$ cat src/rtl/uart_pkg.sv
// Shared types and constants for the oversampling UART receiver.
// FSM state encoding, parity modes, sample phases and the divisor floor.
package uart_pkg;

    typedef enum logic [2:0] {
        ST_IDLE,
        ST_START,
        ST_DATA,
        ST_PARITY,
        ST_STOP,
        ST_BRK_WAIT
    } rx_state_t;

    localparam logic [1:0] PAR_NONE = 2'b00;
    localparam logic [1:0] PAR_EVEN = 2'b01;
    localparam logic [1:0] PAR_ODD  = 2'b10;

    localparam logic [3:0] PH_SAMPLE_A = 4'd7;
    localparam logic [3:0] PH_SAMPLE_B = 4'd8;
    localparam logic [3:0] PH_DECIDE   = 4'd9;
    localparam logic [3:0] PH_LAST     = 4'd15;

    localparam logic [15:0] MIN_DIV = 16'd2;

    function automatic logic maj3(input logic a, input logic b, input logic c);
        return (a & b) | (a & c) | (b & c);
    endfunction

endpackage

$ cat src/rtl/uart_sync_fifo.sv
// Small first-word-fall-through FIFO; the head is visible while not empty.
// A push into a full FIFO is taken only when a pop frees a slot in the same cycle.
module uart_sync_fifo #(
    parameter int unsigned WIDTH = 11,
    parameter int unsigned DEPTH = 4
) (
    input  logic             clk,
    input  logic             rst,
    input  logic             push,
    input  logic [WIDTH-1:0] wdata,
    input  logic             pop,
    output logic [WIDTH-1:0] rdata,
    output logic             full,
    output logic             empty
);

    localparam int AW = $clog2(DEPTH);

    logic [WIDTH-1:0] mem [DEPTH];
    logic [AW:0]      wr_ptr;
    logic [AW:0]      rd_ptr;
    logic             do_push;
    logic             do_pop;

    assign empty   = (wr_ptr == rd_ptr);
    assign full    = (wr_ptr[AW] != rd_ptr[AW]) && (wr_ptr[AW-1:0] == rd_ptr[AW-1:0]);
    assign do_pop  = pop && !empty;
    assign do_push = push && (!full || do_pop);

    // Zero when empty so the consumer side shows clean values out of reset.
    assign rdata = empty ? '0 : mem[rd_ptr[AW-1:0]];

    always_ff @(posedge clk) begin
        if (rst) begin
            wr_ptr <= '0;
            rd_ptr <= '0;
        end else begin
            if (do_push) wr_ptr <= wr_ptr + 1'b1;
            if (do_pop)  rd_ptr <= rd_ptr + 1'b1;
        end
    end

    always_ff @(posedge clk) begin
        if (do_push) mem[wr_ptr[AW-1:0]] <= wdata;
    end

endmodule

$ cat src/rtl/uart_rx_ovs.sv
// Oversampling UART receiver with majority voting, break detect and output FIFO.
// Optional parity support is built when UART_RX_PARITY_EN is defined.
module uart_rx_ovs
    import uart_pkg::*;
#(
    parameter int unsigned CLK_FREQ   = 100_000_000,
    parameter int unsigned DATA_BITS  = 8,
    parameter int unsigned OVERSAMPLE = 16,
    parameter int unsigned FIFO_DEPTH = 4
) (
    input  logic                 clk,
    input  logic                 rst,
    input  logic                 rx,
    input  logic [15:0]          cfg_div,
    input  logic [1:0]           cfg_parity,
    input  logic                 cfg_stop2,
    output logic [DATA_BITS-1:0] m_data,
    output logic                 m_perr,
    output logic                 m_ferr,
    output logic                 m_brk,
    output logic                 m_valid,
    input  logic                 m_ready,
    output logic                 overrun,
    input  logic                 clr_overrun,
    output logic                 busy
);

    localparam int unsigned          clk_freq_unused = CLK_FREQ;
    localparam int                   BW       = $clog2(DATA_BITS);
    localparam logic [BW-1:0]        LAST_BIT = BW'(DATA_BITS - 1);
    localparam int                   EW       = DATA_BITS + 3;

    if (OVERSAMPLE != 16) begin : g_bad_oversample
        $error("uart_rx_ovs: OVERSAMPLE must be 16");
    end
    if (DATA_BITS < 5 || DATA_BITS > 9) begin : g_bad_data_bits
        $error("uart_rx_ovs: DATA_BITS must be 5..9");
    end
    if (FIFO_DEPTH < 2 || (FIFO_DEPTH & (FIFO_DEPTH - 1)) != 0) begin : g_bad_depth
        $error("uart_rx_ovs: FIFO_DEPTH must be a power of 2 and >= 2");
    end

    rx_state_t            state;
    rx_state_t            state_n;
    logic                 rx_meta;
    logic                 rx_s;
    logic [15:0]          div_q;
    logic [15:0]          div_cnt;
    logic [3:0]           ph;
    logic                 samp_a;
    logic                 samp_b;
    logic                 tick;
    logic                 maj;
    logic                 start_go;
    logic                 at_decide;
    logic                 at_last;
    logic                 stop2_q;
    logic                 stop_idx;
    logic                 ferr_acc;
    logic [DATA_BITS-1:0] data_sr;
    logic [BW-1:0]        bit_cnt;
    logic                 push;
    logic                 push_brk;
    logic                 push_ferr;
    logic                 push_perr;
    logic [DATA_BITS-1:0] push_data;
    logic                 calc_perr;
    logic                 brk_par_ok;
    logic                 pop;
    logic                 fifo_full;
    logic                 fifo_empty;
    logic [EW-1:0]        fifo_rdata;

`ifdef UART_RX_PARITY_EN
    logic par_en_q;
    logic par_odd_q;
    logic par_bit;

    assign calc_perr  = par_en_q && (par_bit != ((^data_sr) ^ par_odd_q));
    assign brk_par_ok = !(par_en_q && par_bit);
`else
    logic unused_cfg_parity;

    assign unused_cfg_parity = ^cfg_parity;
    assign calc_perr         = 1'b0;
    assign brk_par_ok        = 1'b1;
`endif

    always_ff @(posedge clk) begin
        if (rst) begin
            rx_meta <= 1'b1;
            rx_s    <= 1'b1;
        end else begin
            rx_meta <= rx;
            rx_s    <= rx_meta;
        end
    end

    assign start_go  = (state == ST_IDLE) && !rx_s;
    assign tick      = (state != ST_IDLE) && (div_cnt == div_q - 16'd1);
    assign at_decide = tick && (ph == PH_DECIDE);
    assign at_last   = tick && (ph == PH_LAST);
    assign maj       = maj3(samp_a, samp_b, rx_s);

    // Counters sit at zero in IDLE so every frame starts phase-aligned to its start edge.
    always_ff @(posedge clk) begin
        if (rst) begin
            div_cnt <= '0;
            ph      <= '0;
            samp_a  <= 1'b1;
            samp_b  <= 1'b1;
        end else if (state == ST_IDLE) begin
            div_cnt <= '0;
            ph      <= '0;
        end else if (tick) begin
            div_cnt <= '0;
            ph      <= ph + 4'd1;
            if (ph == PH_SAMPLE_A) samp_a <= rx_s;
            if (ph == PH_SAMPLE_B) samp_b <= rx_s;
        end else begin
            div_cnt <= div_cnt + 16'd1;
        end
    end

    always_ff @(posedge clk) begin
        if (rst) begin
            div_q    <= MIN_DIV;
            stop2_q  <= 1'b0;
            stop_idx <= 1'b0;
            ferr_acc <= 1'b0;
            data_sr  <= '0;
            bit_cnt  <= '0;
`ifdef UART_RX_PARITY_EN
            par_en_q  <= 1'b0;
            par_odd_q <= 1'b0;
            par_bit   <= 1'b0;
`endif
        end else if (start_go) begin
            div_q    <= (cfg_div < MIN_DIV) ? MIN_DIV : cfg_div;
            stop2_q  <= cfg_stop2;
            stop_idx <= 1'b0;
            ferr_acc <= 1'b0;
            data_sr  <= '0;
            bit_cnt  <= '0;
`ifdef UART_RX_PARITY_EN
            par_en_q  <= (cfg_parity == PAR_EVEN) || (cfg_parity == PAR_ODD);
            par_odd_q <= (cfg_parity == PAR_ODD);
            par_bit   <= 1'b0;
`endif
        end else begin
            if (state == ST_DATA && at_decide) data_sr <= {maj, data_sr[DATA_BITS-1:1]};
            if (state == ST_DATA && at_last)   bit_cnt <= bit_cnt + BW'(1);
`ifdef UART_RX_PARITY_EN
            if (state == ST_PARITY && at_decide) par_bit <= maj;
`endif
            if (state == ST_STOP && at_decide) ferr_acc <= ferr_acc | !maj;
            if (state == ST_STOP && at_last)   stop_idx <= 1'b1;
        end
    end

    always_ff @(posedge clk) begin
        if (rst) state <= ST_IDLE;
        else     state <= state_n;
    end

    // The word is pushed at the last stop-bit decision, leaving half a bit to resync on the next start.
    always_comb begin
        state_n   = state;
        push      = 1'b0;
        push_brk  = 1'b0;
        push_ferr = 1'b0;
        push_perr = 1'b0;
        push_data = data_sr;
        case (state)
            ST_IDLE: begin
                if (!rx_s) state_n = ST_START;
            end
            ST_START: begin
                if (at_decide && maj) state_n = ST_IDLE;
                else if (at_last)     state_n = ST_DATA;
            end
            ST_DATA: begin
                if (at_last && bit_cnt == LAST_BIT) begin
`ifdef UART_RX_PARITY_EN
                    state_n = par_en_q ? ST_PARITY : ST_STOP;
`else
                    state_n = ST_STOP;
`endif
                end
            end
`ifdef UART_RX_PARITY_EN
            ST_PARITY: begin
                if (at_last) state_n = ST_STOP;
            end
`endif
            ST_STOP: begin
                if (at_decide) begin
                    if (!stop_idx && !maj && data_sr == '0 && brk_par_ok) begin
                        push      = 1'b1;
                        push_brk  = 1'b1;
                        push_ferr = 1'b1;
                        push_data = '0;
                        state_n   = ST_BRK_WAIT;
                    end else if (stop_idx || !stop2_q) begin
                        push      = 1'b1;
                        push_ferr = ferr_acc | !maj;
                        push_perr = calc_perr;
                        state_n   = ST_IDLE;
                    end
                end
            end
            ST_BRK_WAIT: begin
                if (rx_s) state_n = ST_IDLE;
            end
            default: state_n = ST_IDLE;
        endcase
    end

    assign pop = m_valid && m_ready;

    uart_sync_fifo #(
        .WIDTH (EW),
        .DEPTH (FIFO_DEPTH)
    ) u_fifo (
        .clk   (clk),
        .rst   (rst),
        .push  (push),
        .wdata ({push_brk, push_ferr, push_perr, push_data}),
        .pop   (pop),
        .rdata (fifo_rdata),
        .full  (fifo_full),
        .empty (fifo_empty)
    );

    assign m_valid                        = !fifo_empty;
    assign {m_brk, m_ferr, m_perr, m_data} = fifo_rdata;
    assign busy                           = (state != ST_IDLE);

    // A dropped word outranks a clear arriving in the same cycle.
    always_ff @(posedge clk) begin
        if (rst)                                 overrun <= 1'b0;
        else if (push && fifo_full && !pop)      overrun <= 1'b1;
        else if (clr_overrun)                    overrun <= 1'b0;
    end

endmodule
$ cat config.mk
export PLATFORM = sky130hd
export DESIGN_NAME = uart_rx_ovs
export DESIGN_NICKNAME = d
export VERILOG_FILES = /design/src/rtl/uart_pkg.sv /design/src/rtl/uart_sync_fifo.sv /design/src/rtl/uart_rx_ovs.sv
export SDC_FILE = /design/constraint.sdc
export NUM_CORES = 1
export LEC_CHECK = 0
export CAP_MARGIN = 25
export CORE_MARGIN = 2
export CORE_UTILIZATION = 40
export CTS_BUF_LIST = sky130_fd_sc_hd__clkbuf_4
export CTS_CLUSTER_SIZE = 16
export DETAILED_ROUTE_END_ITERATION = 10
export HOLD_SLACK_MARGIN = 0.03
export PLACE_DENSITY = 0.62
export SLEW_MARGIN = 5
export SYNTH_ARGS = -nofsm -noshare
export SYNTH_HDL_FRONTEND = slang
export SYNTH_HIERARCHICAL = 1
export SYNTH_SLANG_ARGS = --single-unit
export TNS_END_PERCENT = 1
$ cat constraint.sdc
create_clock -name clk -period 3.6 [get_ports clk]
set_input_delay 0.36 -clock clk [delete_from_list [all_inputs] [get_ports clk]]
set_output_delay 0.36 -clock clk [all_outputs]
set_load 0.05 [all_outputs]
* Word level (Yosys, flattened, before mapping) *
Memory sizes are Yosys's and may differ from the RTL's. A register that Yosys moved wholly into a read port is not among the register bits.
Cells that the tools add are included.

word-level totals
  output and inout port bits = 14
  memories = 1
  word-level logic and storage cells = 118
  register bits = 64
  input bits = 24
  bits in writable memories = 40

operators by class
  $lt $le $gt $ge = 1
  bitwise logic cells = 7
  multiplexer cells = 31
  reduce and logical (&&, ||, !) cells = 37
  add/sub/neg operators = 6
  equality and inequality tests = 19

memories
  memory      depth  bits a word  read ports  clocked after Yosys merged registers in  write ports  line                  text
  u_fifo.mem  4      10           1           1                                        1            uart_sync_fifo.sv:19  logic [WIDTH-1:0] mem [DEPTH];

operators with widths
  cell                                                                            number
  3-bit two-way mux                                                               8
  8-bit two-way mux                                                               3
  1-bit logical AND                                                               18
  16-bit by 1-bit adder with 16-bit output (second input constant)                1
  16-bit equality test                                                            1
  16-bit by 2-bit less-than comparator with 1-bit output (second input constant)  1
  16-bit two-way mux                                                              1
  16-bit by 1-bit subtractor with 16-bit output (second input constant)           1
  1-bit two-way mux                                                               15
  3-bit one-hot mux with 5 select lines                                           1
  4-bit equality test (second input constant)                                     3
  11-bit two-way mux                                                              1
  3-bit by 1-bit adder with 3-bit output (second input constant)                  3
  3-bit equality test (second input constant)                                     3
  8-bit zero test                                                                 1
  1-bit zero test                                                                 7
  2-bit inequality test (second input constant)                                   3
  3-bit AND reduction                                                             2
  6-bit AND reduction                                                             1
  4-bit by 1-bit adder with 4-bit output (second input constant)                  1
  4-bit by 3-bit equality test with 1-bit output (second input constant)          1
  2-bit two-way mux                                                               2
  2-bit OR reduction                                                              2
  1-bit AND                                                                       3
  15 further kinds                                                                18

* Longest topological paths before layout *
Gate-level depths: netlist of run 1.

  depth in word-level cells = 12
  mapped depth = 12
  gate-level depth less buffers = 12

* Hierarchy *
Netlist of run 1, hierarchy kept.

modules (own cells, without submodules)
  module          cells each  area each (um2)  instances  sequential area each (um2)
  uart_rx_ovs     366         3,180.6          1          1,161.1
  uart_sync_fifo  123         2,153.3          1          1,481.4

* Least setup slack after synthesis of run 1 *
Ideal clock, no wire load.

  path kind = reg-to-reg
  start = reg div_q[0]
  end = reg u_fifo.wr_ptr[2]
  library setup time = 0.121 ns
  cell stages (with the launch flop) = 13
  data required time = 3.479 ns
  buffers on the path = 0
  setup slack = -0.036 ns
  clock period less this slack = 3.636 ns
  arrival = 3.514 ns
  path through = dfxtp_1 inv_1 ha_1 nor3b_2 nand3_1 a2111o_1 a2111oi_0 a21boi_0 nand3b_1 nor4b_1 nand2_1 a41oi_1 mux2_2

between the ends
  cells in the longest elaborated chain, start to end = 7

RTL lines
  element                                        line                  text
  from (decl)                                    uart_rx_ovs.sv:47     logic [15:0] div_q;
  from (signal assigned)                         uart_rx_ovs.sv:139    div_q <= (cfg_div < MIN_DIV) ? MIN_DIV : cfg_div;
  16-bit by 1-bit subtractor with 16-bit output  uart_rx_ovs.sv:100    assign tick = (state != ST_IDLE) && (div_cnt == div_q - 16'd1);
  16-bit equality test                           uart_rx_ovs.sv:100
  1-bit logical AND                              uart_rx_ovs.sv:100
  1-bit logical AND                              uart_rx_ovs.sv:101    assign at_decide = tick && (ph == PH_DECIDE);
  1-bit two-way mux                              uart_rx_ovs.sv:197    if (at_decide) begin
  1-bit two-way mux                              uart_rx_ovs.sv:174    case (state)
  named net push                                 uart_rx_ovs.sv:62     logic push;
  1-bit logical AND                              uart_sync_fifo.sv:28  assign do_push = push && (!full || do_pop);
  to (signal assigned)                           uart_sync_fifo.sv:38  if (do_push) wr_ptr <= wr_ptr + 1'b1;
  to (decl)                                      uart_sync_fifo.sv:20  logic [AW:0] wr_ptr;

The timed path passes the listed nets, and every way through them passes these cells.
A chain may end at the register's enable or synchronous reset.

* Worst setup path in the final report of run 1 *
  start = reg div_q[0]
  end = mem u_fifo/mem[0][3] (netlist bit), enable pin

between the ends
  cells in the longest elaborated chain, start to end = 9

RTL lines
  element                                        line                  text
  16-bit by 1-bit subtractor with 16-bit output  uart_rx_ovs.sv:100
  16-bit equality test                           uart_rx_ovs.sv:100
  1-bit logical AND                              uart_rx_ovs.sv:100
  1-bit logical AND                              uart_rx_ovs.sv:101
  1-bit two-way mux                              uart_rx_ovs.sv:197
  1-bit two-way mux                              uart_rx_ovs.sv:174
  named net push                                 uart_rx_ovs.sv:62
  1-bit logical AND                              uart_sync_fifo.sv:28
  1-bit two-way mux                              uart_sync_fifo.sv:44  if (do_push) mem[wr_ptr[AW-1:0]] <= wdata;
  1-bit two-way mux (not written as such)        uart_sync_fifo.sv:44
  to (decl)                                      uart_sync_fifo.sv:19

The timed path passes the listed nets, and every way through them passes these cells.

==> run summary, run 1 <==
Outcome: complete, no violations
Synth Area in Simple Gates: 0.181
DR WL/cell: 15.3 um
Largest area contributor in the netlist: dfxtp_1
Number of synthesized register bits: 110
Reg area: 0.00264 mm2
Largest family of logic cells by synthesized area: simple AND/OR/NAND/NOR gates
Layout cell share with drive strength beyond 1: 0.119
Gate Count Post-Synth: 489
Max-slew headroom: 0.547
Layout Cell Area excl Fill: 0.00616 mm2
Top_reg_cell synth: dfxtp_1
Aggregate global routing overflow: 0
Fillers: 1,211
Vias: 3,739
Crit share post-route: 0.938
Longest Clk Path Bufs: 2
Largest net degree at the start of global routing: 23
Max Cap Viol: 0
# rows: 42
Yosys cell types: 64
Syn_area_per_cell: 10.9 um2
First-pass GRT wire length: 17,900 um
Seq/Total Area, Yosys: 0.495
RSZ-0062 raised after global routing: no
Detail Route Antenna Nets: 0
Asr flop ratio synth: 0
Post-DP HPWL: 7810 um
Worst Clk Skew: 0.0168 ns
Ports: 38
H-tree levels: 3
Worst Setup End Kind: flip-flop
Core area: 0.0131 mm2
Pre-CTS WS: -0.0157 ns
PortBufs: 35
ANT cells: 0
Total GRT Usage: 0.158
1st-pass router iterations: 5
Most frequent cells in the layout: dfxtp_1, nor2_1, edfxtp_1
Commonest non-fill, non-tap cell in the layout: dfxtp_1
CTS Hold Buffers Added: 0
Pleak: 2.12 nW
Startpoint types: flip-flop
Initial antenna violation count: 0
Util after Layout: 0.469
Clk slew on worst S/H paths: 0.16 ns
Worst EP required: 3.80 ns
Die height: 119 um
Xor and xnor area share after synthesis: 0.0608
Post-layout power: 2.20 mW
Post-route DRC violation count: 0
WS Path Type: reg -> reg
Number of global-route vias before repair: 3,625
TritonCTS Buffers: 9
Starting density of the core: 0.406
Final Hold Fails: 0
Pins Over Slew Limit: 0
Chip Width: 119 um
YS warnings: 6
Fraction of synthesized area in multiplexers: 0.0859
Post-DP Area: 0.00597 mm2
Layout Cells excl Fill: 706
Fmax: 296 MHz
RePlAce Congestion: 0.909
Worst Max-Slew Pin Slew: 0.674 ns
Mapped Area: 0.00533 mm2
Yosys top cell area share: 0.248
Die Footprint: 0.0143 mm2
Synth Area in Compound Gates: 0.113
Max VDD drop: 0.134 mV
Worst skew pair latency: 0.48 ns
Min-delay worst type: reg -> reg
Max incr delay on CP: 0.46 ns
Post-synth EDFFs: 44
TritonCTS clock tree: built
Adder-cell share of the synthesized area: 0.0281
Area of the multi-input gates: 0.00254 mm2
Final setup viols: 0
PwrDens: 358 mW/mm2
Area Overhead vs Synth: 15.5%
Synth area leaders: dfxtp_1, edfxtp_1, mux4_2
Placed Cells: 690
Setup ws final: 0.223 ns
Number of vias per cell: 5.30
Slowest library cell on the worst path: a2111o_1
Max FO, Critical Path: 11
Data arrival, critical path: 3.58 ns
Initial drt markers: 231
Min Tclk post-route: 3.38 ns
CTS root buf: clkbuf_4
CTS Sinks: 110
Net count, final: 561
Drt total wl: 10,800 um
CP Cell Sequence: inv_1, ha_1, nor3b_4, nand3_1, a2111o_1, a2111oi_2, a21boi_1, nand3b_1, nor4b_2, buf_4, o41a_1, and2_1, buf_12
## worst paths after layout
path	startpoint	endpoint	slack, ns	depth (start not counted)
worst max-delay path	div_q[0]	u_fifo/mem[0][3]	0.22	13
worst min-delay path	rx_meta	rx_s	0.44	1
worst max register to register	div_q[0]	u_fifo/mem[0][3]	0.22	13
worst min register to register	rx_meta	rx_s	0.44	1
## cell type report
cell class	count	share of cell area
Tap cell	176	0.0358
Multi-Input combinational cell	333	0.412
Clock inverter	6	0.0154
Timing Repair Buffer	51	0.0831
Clock buffer	10	0.0122
Inverter	20	0.0122
Sequential cell	110	0.429
## worst max-delay path, delay by kind of cell (launching register included)
kind                     cells  cell delay, ns
AO/OA/AOI/OAI                4            1.14
AND/OR/NAND/NOR              5            0.99
buffers and inverters        3            0.40
flip-flops                   1            0.38
adder cells (fa/ha/maj)      1            0.19
## sequential cells by signal (all words and copies together), names as in the netlist, named ones only
name,count
ph,4
state,3
rx_s,1
data_sr,8
ferr_acc,1
overrun,1
stop_idx,1
stop2_q,1
samp_b,1
u_fifo/wr_ptr,3
rx_meta,1
u_fifo/mem,44
div_q,16
div_cnt,16
bit_cnt,3
samp_a,1
u_fifo/rd_ptr,3
## what timing repair did
item,4_1_cts,5_1_grt
resized for setup,1,4
endpoints found under the setup margin,44,49
gates cloned,0,0
setup buffers,0,0
## cell usage after synthesis (3+ instances only)
| cell type | instances |
|---|---|
| clkbuf_1 | 25 |
| nand2b_1 | 6 |
| or3_1 | 5 |
| nor4_1 | 7 |
| nand2_1 | 17 |
| o41ai_1 | 5 |
| nor2b_1 | 16 |
| edfxtp_1 | 44 |
| xor2_1 | 19 |
| mux2i_1 | 15 |
| nand4_1 | 8 |
| nor2_1 | 48 |
| a211o_1 | 4 |
| nor3_1 | 16 |
| nand3_1 | 15 |
| ha_1 | 12 |
| or4b_1 | 4 |
| a31oi_1 | 4 |
| nor3b_1 | 3 |
| mux2_2 | 4 |
| inv_1 | 20 |
| dfxtp_1 | 66 |
| a21oi_1 | 7 |
| nand3b_1 | 6 |
| and3_1 | 4 |
| buf_2 | 4 |
| xnor2_1 | 18 |
| o21a_1 | 9 |
| o21ai_0 | 5 |
| a22o_1 | 13 |
| mux4_2 | 11 |
| or2_2 | 4 |
| a211oi_1 | 5 |
| and2_1 | 5 |
## stage by stage
| stage | setup TNS [ns] | hold WS (ns) |
|---|---|---|
| detailed placement | -0.424 | 0.398 |
| floorplan | 0 | 0.389 |
| CTS | 0 | 0.399 |
| global route | 0 | 0.411 |
| finish | 0 | 0.435 |
| global placement | 0 | 0.400 |
## power by group
| part | internal (mW) | total, mW | switching [mW] |
|---|---|---|---|
| registers | 1.30 | 1.31 | 0.0143 |
| clock network | 0.296 | 0.703 | 0.407 |
| logic | 0.0795 | 0.189 | 0.110 |
## cells by family (layout without fill, tap and decap cells)
kind of cell             Yosys count  after routing
multiplexers                      31             31
other                              1              4
adder cells (fa/ha/maj)           12             12
AND/OR/NAND/NOR                  175            175
AO/OA/AOI/OAI                     74             74
buffers and inverters             49             87
flip-flops                       110            110
XOR/XNOR                          37             37
## routing by layer
layer,vias to the layer above,global-route usage,share of wire
li1,1861,-,-
met1,1806,0.204,0.46
met2,53,0.264,0.49
met3,19,0.0263,0.025
met4,0,0.0669,0.021
met5,-,0,0
Power figures use the tool's default switching activity.
==> inputs of run 2 (changes only) <==
- ABC_AREA: unset -> 1
- CORE_MARGIN: 2 -> unset
- GPL_TIMING_DRIVEN: unset -> 0
==> run summary, run 2 <==
Routed wl met3: 577 um (+110%)
Critical Path Source: div_q[0]
Vias: 4,650 (+24%)
Yosys cell types: 45 (-30%)
CTS Sinks: 110 (unchanged)
Gate Count Post-Synth: 709 (+45%)
Worst EP required: 3.76 ns (-0.04 ns)
PwrDens: 417 mW/mm2 (+17%)
PortBufs: 35 (unchanged)
Fmax: 311 MHz (+5.0%)
Post-DP Area: 0.00618 mm2 (+3.5%)
Die height: 120 um (+0.50%)
Pleak: 2.67 nW (+26%)
Setup ws final: 0.383 ns (+0.160 ns)
Min Tclk post-route: 3.22 ns (-0.160 ns)
Crit share post-route: 0.894 (-0.0443)
Commonest non-fill, non-tap cell in the layout: nand2_1
Pre-CTS WS: -0.124 ns (-0.108 ns)
Detail Route Antenna Nets: 0 (unchanged)
Final setup viols: 0 (unchanged)
Core area: 0.0134 mm2 (+2.0%)
Yosys top cell area share: 0.237 (-0.0108)
Top Layer Used: met4
Net count, final: 798 (+42%)
Reg area: 0.00264 mm2 (unchanged)
CTS root buf: clkbuf_4
# rows: 42 (unchanged)
Number of vias per cell: 4.93 (-6.9%)
Initial drt markers: 326 (+41%)
Top_reg_cell synth: dfxtp_1
H-tree levels: 3 (unchanged)
Most instantiated cells after synthesis: nand2_1, nor2_1, inv_1, dfxtp_1, nand3_1
Fillers: 1,302 (+7.5%)
Max Cap Viol: 0 (unchanged)
Chip Width: 120 um (+0.50%)
Layout Cells excl Fill: 943 (+34%)
Post-synth EDFFs: 44 (unchanged)
Ports: 38 (unchanged)
M1 WL: 6170 um (+23%)
Dominant cell by count in the synthesized netlist: nand2_1
Worst Clk Skew: 0.0230 ns (+0.00618 ns)
YS warnings: 6 (unchanged)
R2R Path End: u_fifo/mem[3][4]
Most frequent cells in the layout: nand2_1, nor2_1, inv_1
Layout cell share with drive strength beyond 1: 0.0847 (-0.0341)
Max VDD drop: 0.288 mV (+120%)
Worst Setup End Kind: flip-flop
Starting density of the core: 0.416 (+0.0102)
RSZ-0062 raised after global routing: no
WS Path Type: reg -> reg
Drt total wl: 12,600 um (+16%)
Total GRT Usage: 0.190 (+0.0313)
Pins Over Slew Limit: 0 (unchanged)
Placed Cells: 925 (+34%)
Layout Cell Area excl Fill: 0.00639 mm2 (+3.7%)
Number of global-route vias before repair: 4,477 (+24%)
Synth area leaders: dfxtp_1, edfxtp_1, nand2_1
Number of synthesized register bits: 110 (unchanged)
Longest Clk Path Bufs: 2 (unchanged)
TritonCTS clock tree: built
R2R depth: 16 (+3)
Clk slew on worst S/H paths: 0.16 ns (about the same)
Outcome: complete, no violations
Post-DP HPWL: 9540 um (+22%)
1st-pass router iterations: 5 (unchanged)
TritonCTS Buffers: 9 (unchanged)
ANT cells: 0 (unchanged)
DR WL/cell: 13.3 um (-13%)
Initial antenna violation count: 0 (unchanged)
Setup slack, reg-to-reg: 0.38 ns (+0.16 ns)
Post-route DRC violation count: 0 (unchanged)
Worst skew pair latency: 0.50 ns (+0.02 ns)
Min-delay worst type: in -> reg
Mapped Area: 0.00558 mm2 (+4.6%)
First-pass GRT wire length: 21,600 um (+20%)
WL met2: 5630 um (+6.0%)
Worst r2r src: div_q[0]
Seq/Total Area, Yosys: 0.474 (-0.0216)
HP Start: rx
Max FO, Critical Path: 11 (unchanged)
RePlAce Congestion: 0.919 (+1.1%)
Largest area contributor in the netlist: dfxtp_1
Hold EP: rx_meta
Max-slew headroom: 0.498 (-0.0493)
WHS Path Cells: 2 (+1)
Largest net degree at the start of global routing: 21 (-8.7%)
Largest register FFs: 44 (unchanged)
Asr flop ratio synth: 0 (unchanged)
Aggregate global routing overflow: 0 (unchanged)
Area of the multi-input gates: 0.00248 mm2 (-2.4%)
Final Hold Fails: 0 (unchanged)
Die Footprint: 0.0144 mm2 (+1.0%)
Area Overhead vs Synth: 14.5%
Worst Max-Slew Pin Slew: 0.748 ns (+0.0744 ns)
Syn_area_per_cell: 7.87 um2 (-28%)
Startpoint types: flip-flop
Data arrival, critical path: 3.38 ns (-0.20 ns)
Post-layout power: 2.66 mW (+21%)
run 2: changes by cell type in the layout (fill, tap and decap cells not counted), sizes merged, moves of 13 or more:
| cell | change |
|---|---|
| a22o | -13 |
| clkbuf | +14 |
| nand3 | +41 |
| nand2 | +111 |
| o21ai | +38 |
| nor2 | +67 |
| a21oi | +16 |
| nor2b | -16 |
| inv | +90 |
| mux2i | -15 |
run 2: per-layer routing:
metal | vias up | track usage
met5 | - | 0
met4 | 0 | 0.0719
met1 | 2117 | 0.254
met3 | 18 | 0.0413
li1 | 2411 | -
met2 | 104 | 0.298
run 2: worst max-delay path: stages, from the launching register on:
cell,delay (ns)
dfxtp_1,0.39
inv_1,0.09
ha_1,0.24
or2_1,0.25
nand3_1,0.07
nand2_1,0.07
nor2_1,0.18
nand4_1,0.12
nor2_1,0.14
nand3_2,0.13
nor2_4,0.16
nand2_2,0.09
nor2_1,0.19
nand2_1,0.10
inv_1,0.17
nand2_4,0.14
nor2_4,0.34
run 2: cell type report:
type                       instances  area share
multi-input combinational        472       0.388
tap                              176      0.0345
inverter                         108      0.0635
sequential                       110       0.414
buffer                            22      0.0159
timing repair buffer              39      0.0607
clock buffer                      10      0.0118
clock inverter                     6      0.0119
run 2: worst max path at each step:
stage / endpoint / cells past startpoint / slack [ns]
4_1_cts: u_fifo/mem[0][2] / 18 / 0.1
5_1_grt: u_fifo/mem[3][4] / 16 / 0.05
6_report: u_fifo/mem[3][4] / 16 / 0.38
3_5_place_dp: u_fifo/mem[3][3] / 17 / -0.12
3_3_place_gp: u_fifo/mem[1][2] / 17 / -0.16
2_1_floorplan: u_fifo/mem[0][0] / 16 / 0.66
run 2: what timing repair did:
item | in CTS | in global routing
hold buffers | 0 | 0
endpoints found under the setup margin | 22 | 44
setup buffers | 0 | 2
pin swaps | 0 | 1
gates resized for setup | 3 | 7
run 2: logic make-up after synthesis:
family | synth area share
other cells | 0.000672
compound gates | 0.0884
flops | 0.474
buf+inv | 0.0909
simple gates | 0.282
fa+ha+maj | 0.0287
xor+xnor | 0.0359
run 2: where the power goes:
| group | internal, mW | leakage [nW] | switching [mW] | total (mW) |
|---|---|---|---|---|
| clock network | 0.234 | 0.0839 | 0.433 | 0.666 |
| registers | 1.32 | 0.997 | 0.0385 | 1.36 |
| logic | 0.201 | 1.59 | 0.432 | 0.634 |
| total | 1.76 | 2.67 | 0.904 | 2.66 |
run 2: metrics by stage:
step	hold slack, ns	util	TNS [ns]
2_1_floorplan	0.389	-	0
3_3_place_gp	0.392	0.460	-5.13
3_5_place_dp	0.397	0.461	-2.11
4_1_cts	0.390	0.473	0
5_1_grt	0.405	0.477	0
6_report	0.424	0.477	0
==> inputs of run 3 (changes only) <==
- CTS_CLUSTER_SIZE: 16 -> unset
- SETUP_SLACK_MARGIN: unset -> 0.2
==> run summary, run 3 (synthesis results as in run 2) <==
TritonCTS Buffers: 9 (unchanged)
Clk slew on worst S/H paths: 0.16 ns (about the same)
Drt total wl: 12,700 um (+0.72%)
Max incr delay on CP: 0.39 ns (about the same)
Min-delay worst type: in -> reg
Worst Hold Margin: 0.427 ns (+0.00257 ns)
Number of global-route vias before repair: 4,477 (unchanged)
Max Cap Viol: 0 (unchanged)
Outcome: complete, no violations
Max VDD drop: 0.288 mV (about the same)
Total GRT Usage: 0.190 (unchanged)
Vias: 4,679 (+0.62%)
Worst Setup End Kind: flip-flop
Max-slew headroom: 0.500 (+0.00199)
Core area: 0.0134 mm2 (unchanged)
Crit share post-route: 0.853 (-0.0402)
First-pass GRT wire length: 21,600 um (unchanged)
Die height: 120 um (unchanged)
Starting density of the core: 0.416 (unchanged)
Post-layout power: 2.66 mW (about the same)
Worst skew pair latency: 0.49 ns (about the same)
DR WL/cell: 13.4 um (+0.30%)
Fmax: 325 MHz (+4.7%)
Final Hold Fails: 0 (unchanged)
CP Cell Sequence: inv_1, ha_1, or2_1, nand3_1, nand2_1, nor2_1, nand4_1, nor2_1, nand3_2, nor2_4, nand2_2, nor2_2, nand2_1, inv_1, nand2_4, nor2_4, buf_6
Data arrival, critical path: 3.29 ns (-0.09 ns)
RePlAce Congestion: 0.919 (unchanged)
Pins Over Slew Limit: 0 (unchanged)
Largest net degree at the start of global routing: 21 (unchanged)
Final setup viols: 0 (unchanged)
H-tree levels: 3 (unchanged)
CTS Hold Buffers Added: 0 (unchanged)
Pleak: 2.70 nW (+0.84%)
Worst EP required: 3.82 ns (+0.06 ns)
Slowest library cell on the worst path: dfxtp_1
Fillers: 1,298 (-0.31%)
Post-route DRC violation count: 0 (unchanged)
Detail Route Antenna Nets: 0 (unchanged)
CTS root buf: clkbuf_4
Initial drt markers: 316 (-3.1%)
TritonCTS clock tree: built
Chip Width: 120 um (unchanged)
Largest register FFs: 44 (unchanged)
Number of vias per cell: 4.94 (+0.20%)
Worst Clk Skew: 0.0226 ns (-0.000326 ns)
Net count, final: 802 (+0.50%)
Post-DP HPWL: 9540 um (unchanged)
Most frequent cells in the layout: nand2_1, nor2_1, inv_1
Max FO, Critical Path: 7 (-4)
Commonest non-fill, non-tap cell in the layout: nand2_1
1st-pass router iterations: 5 (unchanged)
CTS Sinks: 110 (unchanged)
Aggregate global routing overflow: 0 (unchanged)
WS Path Type: reg -> reg
Min Tclk post-route: 3.07 ns (-0.145 ns)
# rows: 42 (unchanged)
Initial antenna violation count: 0 (unchanged)
Die Footprint: 0.0144 mm2 (unchanged)
ANT cells: 0 (unchanged)
RSZ-0062 raised after global routing: no
Worst Max-Slew Pin Slew: 0.745 ns (-0.00296 ns)
Startpoint types: flip-flop
Layout cell share with drive strength beyond 1: 0.0908 (+0.00605)
PwrDens: 414 mW/mm2 (-0.78%)
Ports: 38 (unchanged)
Area Overhead vs Synth: 15.3%
Longest Clk Path Bufs: 2 (unchanged)
PortBufs: 35 (unchanged)
==> run 3: cell count changes in the layout (fill, tap and decap cells not counted) <==
cell    delta
buf_12     +1
buf_4      +3
nor2_1     -1
nor2_2     +1
==> run 3: path summary, 6_finish.rpt <==
check            from               end  slack (ns)  cells past startpoint
max          div_q[0]  u_fifo/mem[1][2]        0.53                     17
min                rx           rx_meta        0.43                      2
max reg2reg  div_q[0]  u_fifo/mem[1][2]        0.53                     17
min reg2reg   rx_meta              rx_s        0.43                      1
==> run 3: per-layer routing <==
| metal | track usage | vias to the layer above | share of wire | wire [um] |
|---|---|---|---|---|
| met5 | 0 | - | 0 | 0 |
| met4 | 0.0719 | 0 | 0.017 | 212 |
| met3 | 0.0413 | 20 | 0.055 | 700 |
| met2 | 0.298 | 122 | 0.45 | 5710 |
| met1 | 0.254 | 2114 | 0.48 | 6030 |
| li1 | - | 2423 | - | - |
==> run 3: through the flow <==
step	setup TNS, ns	instance area, um2	setup slack, ns	util	std cells
after global placement	-5.13	6160	-0.164	0.460	923
final	0	6430	0.528	0.480	947
after floorplan	0	5590	0.660	-	712
after global routing	0	6430	0.218	0.480	947
after CTS	0	6340	0.122	0.473	941
after detailed placement	-2.11	6180	-0.124	0.461	925
==> run 3: repair_timing <==
action,in CTS,in global routing
buffers inserted,0,6
setup endpoints to repair,40,44
resized for setup,4,7
pin swaps,0,4
==> run 3: cell type report <==
type | count | area (um2) | area share
Sequential cell | 110 | 2640 | 0.411
Multi-Input combinational cell | 472 | 2480 | 0.386
Timing Repair Buffer | 43 | 430 | 0.0669
Inverter | 108 | 405 | 0.0630
Tap cell | 176 | 220 | 0.0342
Buffer | 22 | 101 | 0.0158
Clock inverter | 6 | 76.3 | 0.0119
Clock buffer | 10 | 75.1 | 0.0117
==> run 3: report_power, final <==
group          internal [mW]  total [mW]  switching (mW)  leakage, nW
Combinational          0.201       0.632           0.431         1.62
Sequential              1.32        1.36          0.0383        0.997
Clock                  0.234       0.666           0.432       0.0839
Total                   1.76        2.66           0.901         2.70
==> run 3: worst max-delay path: cells and delay by family, from the launching register on <==
| kind | cells | cell delay, ns |
|---|---|---|
| adder cells (fa/ha/maj) | 1 | 0.24 |
| buffers and inverters | 3 | 0.41 |
| flip-flops | 1 | 0.39 |
| AND/OR/NAND/NOR | 13 | 1.73 |
